`src/rtl/rsa_bus_master_if.sv`:
```
// Operand/result streams plus the Avalon-MM-style register bus of the RSA initiator.
interface rsa_bus_master_if;
  logic         op_valid;
  logic         op_ready;
  logic [127:0] op_data;
  logic         res_valid;
  logic         res_ready;
  logic [127:0] res_data;
  logic         chipselect;
  logic         write;
  logic [2:0]   address;
  logic [31:0]  writedata;
  logic [31:0]  readdata;

  modport master (
    input  op_valid, op_data, res_ready, readdata,
    output op_ready, res_valid, res_data, chipselect, write, address, writedata
  );

  modport slave (
    output op_valid, op_data, res_ready, readdata,
    input  op_ready, res_valid, res_data, chipselect, write, address, writedata
  );
endinterface

```
`src/rtl/rsa_bus_master.sv`:
```
// RSA multiplier initiator: checks the slave ID after reset, then writes a
// 128-bit operand as four words, waits out the multiply, reads the product back.
module rsa_bus_master #(
  parameter int          COMPUTE_CYCLES = 2,
  parameter int          READ_LATENCY   = 1,
  parameter bit          CHECK_ID       = 1'b1,
  parameter logic [31:0] ID_VALUE       = 32'd65537
) (
  input  logic             clk,
  input  logic             reset,
  rsa_bus_master_if.master bus,
  output logic             busy,
  output logic             id_err
);
  localparam int MAX_WAIT = (COMPUTE_CYCLES > READ_LATENCY) ? COMPUTE_CYCLES : READ_LATENCY;
  localparam int WAIT_W   = (MAX_WAIT > 1) ? $clog2(MAX_WAIT) : 1;
  localparam logic [WAIT_W-1:0] CMP_LAST = WAIT_W'(COMPUTE_CYCLES - 1);
  localparam logic [WAIT_W-1:0] RD_LAST  = WAIT_W'(READ_LATENCY - 1);

  typedef enum logic [3:0] {
    S_ID_RD, S_ID_WAIT, S_ERROR, S_IDLE, S_WR, S_COMPUTE, S_RD, S_RD_WAIT, S_DONE
  } state_e;

  localparam state_e RST_STATE = CHECK_ID ? S_ID_RD : S_IDLE;

  state_e              state_q, state_d;
  logic [1:0]          k_q, k_d;
  logic [WAIT_W-1:0]   wcnt_q, wcnt_d;
  logic [127:0]        op_q, op_d;
  logic [127:0]        res_q, res_d;
  logic                id_err_q, id_err_d;

  logic                cs_c, wr_c, op_rdy_c, res_vld_c, busy_c;
  logic [2:0]          addr_c;
  logic [31:0]         wdata_c;

  // State, counters, operand/result registers and sticky ID error flag
  always_ff @(posedge clk or negedge reset) begin
    if (!reset) begin
      state_q  <= RST_STATE;
      k_q      <= '0;
      wcnt_q   <= '0;
      op_q     <= '0;
      res_q    <= '0;
      id_err_q <= 1'b0;
    end else begin
      state_q  <= state_d;
      k_q      <= k_d;
      wcnt_q   <= wcnt_d;
      op_q     <= op_d;
      res_q    <= res_d;
      id_err_q <= id_err_d;
    end
  end

  // Next-state and bus/stream outputs; bus fields stay 0 outside an access cycle
  always_comb begin
    state_d   = state_q;
    k_d       = k_q;
    wcnt_d    = wcnt_q;
    op_d      = op_q;
    res_d     = res_q;
    id_err_d  = id_err_q;
    cs_c      = 1'b0;
    wr_c      = 1'b0;
    addr_c    = '0;
    wdata_c   = '0;
    op_rdy_c  = 1'b0;
    res_vld_c = 1'b0;
    unique case (state_q)
      S_ID_RD: begin
        cs_c    = 1'b1;
        addr_c  = 3'd4;
        wcnt_d  = '0;
        state_d = S_ID_WAIT;
      end
      S_ID_WAIT: begin
        if (wcnt_q == RD_LAST) begin
          if (bus.readdata == ID_VALUE) begin
            state_d = S_IDLE;
          end else begin
            id_err_d = 1'b1;
            state_d  = S_ERROR;
          end
        end else begin
          wcnt_d = wcnt_q + 1'b1;
        end
      end
      S_ERROR: begin
        state_d = S_ERROR;
      end
      S_IDLE: begin
        op_rdy_c = 1'b1;
        if (bus.op_valid) begin
          op_d    = bus.op_data;
          k_d     = '0;
          state_d = S_WR;
        end
      end
      S_WR: begin
        cs_c    = 1'b1;
        wr_c    = 1'b1;
        addr_c  = {1'b0, k_q};
        wdata_c = op_q[32*k_q +: 32];
        if (k_q == 2'd3) begin
          wcnt_d  = '0;
          state_d = S_COMPUTE;
        end else begin
          k_d = k_q + 2'd1;
        end
      end
      S_COMPUTE: begin
        if (wcnt_q == CMP_LAST) begin
          k_d     = '0;
          state_d = S_RD;
        end else begin
          wcnt_d = wcnt_q + 1'b1;
        end
      end
      S_RD: begin
        cs_c    = 1'b1;
        addr_c  = {1'b0, k_q};
        wcnt_d  = '0;
        state_d = S_RD_WAIT;
      end
      S_RD_WAIT: begin
        if (wcnt_q == RD_LAST) begin
          res_d[32*k_q +: 32] = bus.readdata;
          if (k_q == 2'd3) begin
            state_d = S_DONE;
          end else begin
            k_d     = k_q + 2'd1;
            state_d = S_RD;
          end
        end else begin
          wcnt_d = wcnt_q + 1'b1;
        end
      end
      S_DONE: begin
        res_vld_c = 1'b1;
        if (bus.res_ready) state_d = S_IDLE;
      end
      default: state_d = RST_STATE;
    endcase
  end

  assign busy_c = !(state_q inside {S_IDLE, S_ERROR});

  // Everything is forced low while reset is held so an aborted access drops at once
  assign bus.chipselect = reset & cs_c;
  assign bus.write      = reset & wr_c;
  assign bus.address    = reset ? addr_c : 3'd0;
  assign bus.writedata  = reset ? wdata_c : 32'd0;
  assign bus.op_ready   = reset & op_rdy_c;
  assign bus.res_valid  = reset & res_vld_c;
  assign bus.res_data   = res_q;
  assign busy           = reset & busy_c;
  assign id_err         = id_err_q;
endmodule

```
`src/flat_wrapper.sv`:
```
// flat-port wrapper written by rule: the top's interface ports become plain ports
module rsa_bus_master_flat 
#(
  parameter int          COMPUTE_CYCLES = 2,
  parameter int          READ_LATENCY   = 1,
  parameter bit          CHECK_ID       = 1'b1,
  parameter logic [31:0] ID_VALUE       = 32'd65537
)
  (clk, reset, busy, id_err, bus_op_valid, bus_op_data, bus_res_ready, bus_readdata, bus_op_ready, bus_res_valid, bus_res_data, bus_chipselect, bus_write, bus_address, bus_writedata);
  rsa_bus_master_if bus_i ();
  input  logic clk;
  input  logic reset;
  output logic busy;
  output logic id_err;
  input wire logic [$bits(bus_i.op_valid)-1:0] bus_op_valid;
  input wire logic [$bits(bus_i.op_data)-1:0] bus_op_data;
  input wire logic [$bits(bus_i.res_ready)-1:0] bus_res_ready;
  input wire logic [$bits(bus_i.readdata)-1:0] bus_readdata;
  output wire logic [$bits(bus_i.op_ready)-1:0] bus_op_ready;
  output wire logic [$bits(bus_i.res_valid)-1:0] bus_res_valid;
  output wire logic [$bits(bus_i.res_data)-1:0] bus_res_data;
  output wire logic [$bits(bus_i.chipselect)-1:0] bus_chipselect;
  output wire logic [$bits(bus_i.write)-1:0] bus_write;
  output wire logic [$bits(bus_i.address)-1:0] bus_address;
  output wire logic [$bits(bus_i.writedata)-1:0] bus_writedata;
  assign bus_i.op_valid = bus_op_valid;
  assign bus_i.op_data = bus_op_data;
  assign bus_i.res_ready = bus_res_ready;
  assign bus_i.readdata = bus_readdata;
  assign bus_op_ready = bus_i.op_ready;
  assign bus_res_valid = bus_i.res_valid;
  assign bus_res_data = bus_i.res_data;
  assign bus_chipselect = bus_i.chipselect;
  assign bus_write = bus_i.write;
  assign bus_address = bus_i.address;
  assign bus_writedata = bus_i.writedata;
  rsa_bus_master #(.COMPUTE_CYCLES(COMPUTE_CYCLES), .READ_LATENCY(READ_LATENCY), .CHECK_ID(CHECK_ID), .ID_VALUE(ID_VALUE)) u_core (.clk(clk), .reset(reset), .bus(bus_i), .busy(busy), .id_err(id_err));
endmodule
```
`config.mk`:
```
export PLATFORM = sky130hd
export DESIGN_NAME = rsa_bus_master_flat
export DESIGN_NICKNAME = d
export VERILOG_FILES = /design/src/rtl/rsa_bus_master_if.sv /design/src/rtl/rsa_bus_master.sv /design/src/flat_wrapper.sv
export SDC_FILE = /design/constraint.sdc
export NUM_CORES = 1
export LEC_CHECK = 0
export ABC_AREA = 1
export BUFFER_PORTS_ARGS = -buffer_cell sky130_fd_sc_hd__buf_2
export CAP_MARGIN = 20
export CORE_ASPECT_RATIO = 1.4
export CORE_UTILIZATION = 53
export CTS_CLUSTER_DIAMETER = 120
export DETAILED_ROUTE_END_ITERATION = 8
export GPL_TIMING_DRIVEN = 0
export HOLD_SLACK_MARGIN = 0.02
export PLACE_DENSITY_LB_ADDON = 0.05
export SETUP_SLACK_MARGIN = 0.2
export SYNTH_ARGS = -nofsm -noshare
export SYNTH_HDL_FRONTEND = slang
export SYNTH_SLANG_ARGS = --single-unit
```
`constraint.sdc`:
```
create_clock -name clk -period 3 [get_ports clk]
set_input_delay 0.6 -clock clk [delete_from_list [all_inputs] [get_ports clk]]
set_output_delay 0.6 -clock clk [all_outputs]
set_load 0.01 [all_outputs]
```
==> summary.txt <==
Synthesis
  – Synth top area share: 0.526
  – Area contributors post-synth: dfrtp_1 53%, o21ai_0 9.8%, nand2_1 7.0%
  – Count leader, synth: dfrtp_1
  – Register area share after synthesis: 0.526
  – Post-synthesis cell count: roughly 1400
  – Cell taking the most area after synthesis: dfrtp_1
  – Number of synthesized flops with an enable pin: 0
  – Mapped cell area: roughly 13000 um^2
  – Main flop type after synthesis: dfrtp_1
  – Yosys Warn Count: 0
  – #FFs+latches synth: about 260
  – Synth top cells by count: 264 x dfrtp_1, 246 x o21ai_0, 235 x nand2_1
  – Syn nets: approximately 1500
  – Netlist cell types: 30
  – Syn Area/Cell: around 9.2 um^2
  – Ys async rst share: 1.00

Power
  – Overall power: 0.0162 W
  – Sw Share: 0.396
  – Peak VDD IR: 0.584 mV
  – Pint: 0.00976 W
  – Leak: between 8 and 9 nW
  – Clock power share: 0.213
  – Power share of the combinational group: 0.415
  – Sw Pwr: 0.00640 W
  – PD cells: a little over 1000 nW/um^2
  – Seq pwr share: 0.372

Routing
  – Top sig layer: met5
  – Vias per cell: about 5.5
  – Routed WL: 40.7 mm
  – Met3 wire length: ~2.7 mm
  – DRC viols: 0
  – Via Count: 11500
  – DR iter-0 viols: about 790
  – Avg WL per Cell: 19.6 um
  – Drt pass-1 iters: 5
  – Met1 wire length: 14.7 mm
  – Antenna viol nets, final: 0
  – Metal2 WL: 20.8 mm

Clock tree
  – Clock buffer depth: 3
  – CTS Buf Count: 26
  – CTS root buf: clkbuf_16
  – CTS tree: yes
  – Clock transition at path regs: about 0.07 ns
  – Clk_lat worst skew: 0.55 ns
  – CTS sink count: roughly 260
  – H-tree depth: 1

GRT
  – Vias in the first global route: about 11000
  – First-pass GRT wire length: 62.7 mm
  – Largest net degree at the start of global routing: a little under 60
  – Initial antenna violation count: 8
  – GRT Util Overall: 0.336
  – Total global routing overflow: 0

Die
  – Die ar.: about 24000 um^2
  – Die Height: around 180 um
  – # rows: 66
  – Core box area: 23300 um^2
  – IO Pins: between 300 and 400
  – Starting Density: 0.540
  – Die W: 132 um

Timing
  – Unrepaired setup endpoints after global routing: true
  – Slew margin rel.: 0.423
  – Maximum clock rate: 358 MHz
  – Fin. Hold Viols: 0
  – Minimum hold slack: approximately 0.036 ns
  – Final worst-path cycle share: 0.930
  – Final setup viols: 0
  – Final Skew: around 0.022 ns
  – Max-slew violation count: 0
  – Slew @ Worst Pin: 0.863 ns
  – Final min period: approximately 2.8 ns

Worst setup path
  – Worst Path Arrival: between 2 and 2.5 ns
  – Bufs and invs on worst path: 3
  – CP Class: register to primary output
  – Path length in cells of the critical path: 6
  – WP data required: ~2.4 ns
  – CP cell instances: clkbuf_4 -> buf_2 -> a21oi_1 -> o21ai_0 -> a21oi_2 -> buf_2
  – Setup crit end kind: primary output
  – CP dominant cell by count: buf_2
  – Cell family with most CP delay: buffers and inverters
  – R2R depth: 9
  – Worst setup SP type: register
  – Crit-path max FO: 10
  – Crit-path max cell delay: ~0.46 ns
  – R2r setup slk: around 0.35 ns
  – Slowest cell on crit path: dfrtp_2

Final layout
  – Final Util: 0.686
  – Layout cells sized above 1: 0.308
  – Area Overhead vs Synth: 27.1%
  – Finished Cell Area: between 15000 and 20000 um^2
  – NumNets Final: ~1900

Hold path
  – Worst Hold Class: primary input to asynchronous set/reset pin

Place
  – Area after DPL: 14700 um^2
  – Number of port buffers: around 330
  – Placed wire-length estimate: between 20 and 30 mm
  – GPL Wtd Cong: 0.943

Outcome
  – Outcome: completed

Run
  – Max Cap Violations: 0
-- final timing paths --
path / from / to
max reg2reg: u_core.k_q[0]$_DFFE_PN0P_ / u_core.bus.res_data[15]$_DFFE_PN0P_
min reg2reg: u_core.id_err$_DFFE_PN0P_ / u_core.id_err$_DFFE_PN0P_
min in group clk: bus_op_data[67] / u_core.op_q[67]$_DFFE_PN0P_
max in group asynchronous: reset / u_core.bus.res_data[117]$_DFFE_PN0P_
min: reset / u_core.bus.res_data[90]$_DFFE_PN0P_
max: u_core.k_q[0]$_DFFE_PN0P_ / bus_writedata[2]
-- state kept, by name, indices dropped and copies added (netlist names) --
| register | count |
|---|---|
| u_core.id_err | 1 |
| u_core.k_q | 2 |
| u_core.bus.res_data | 128 |
| u_core.op_q | 128 |
| u_core.state_q | 4 |
| u_core.wcnt_q | 1 |
-- layout make-up --
type / count / area (um^2)
diodes: 6 / 15.0
well taps: 306 / 383
flip-flops and latches: 264 / 6610
clock buffers: 36 / 728
multi-input cells: 880 / 4870
clock inverters: 10 / 161
repair buffers: 348 / 2040
inverters: 121 / 455
fillers: 1948 / 7310
plain buffers: 104 / 716
-- cells by family (layout without fill, tap and decap cells) --
| kind of cell | Yosys count | in the layout | synth area share |
|---|---|---|---|
| muxes | 64 | 64 | 0.0723 |
| DFF | 264 | 264 | 0.526 |
| buffers and inverters | 225 | 619 | 0.0898 |
| AOI/OAI and AO/OA | 364 | 364 | 0.146 |
| other | 0 | 6 | 0 |
| adders and majority gates | 6 | 6 | 0.00597 |
| and+or+nand+nor | 446 | 446 | 0.160 |
-- through the flow --
step / worst slack (ns) / instances / setup TNS [ns]
after floorplan: 0.732 / 1369 / 0
after global placement: -4.68 / 2007 / -1105.85
after detailed placement: -0.886 / 2009 / -31.62
after CTS: 0.201 / 2066 / 0
after global routing: 0.185 / 2072 / 0
final: 0.209 / 2075 / 0
-- power by group through the flow --
stage               combinational (W)  clock [W]  sequential, W
floorplan                     0.00383          0        0.00616
global placement              0.00631          0        0.00598
detailed placement            0.00644          0        0.00603
CTS                           0.00660    0.00347        0.00598
global route                  0.00736    0.00363        0.00616
finish                        0.00671    0.00344        0.00601
-- what timing repair did --
action / CTS / global route
pin swaps: 0 / 0
cloned: 7 / 0
hold endpoints to repair: 47 / 0
hold buffers: 4 / 0
gates resized for setup: 26 / 25
endpoints found under the setup margin: 121 / 54
setup buffers: 0 / 3
-- cells in the final DEF, fill, tap and decap left out, drive strengths merged, types with 64 or more instances in the layout --
cell,n
clkbuf,80
dfrtp,264
a21oi,99
mux2,64
inv,120
nor2,65
buf,398
nand4,68
nand3,73
nand2,239
o21ai,261
-- routing by layer --
layer	track usage	vias to the layer above
li1	-	5358
met1	0.376	5479
met2	0.603	516
met3	0.0569	143
met4	0.198	2
met5	0	-
No activity file was read; power rests on OpenSTA's default activity.
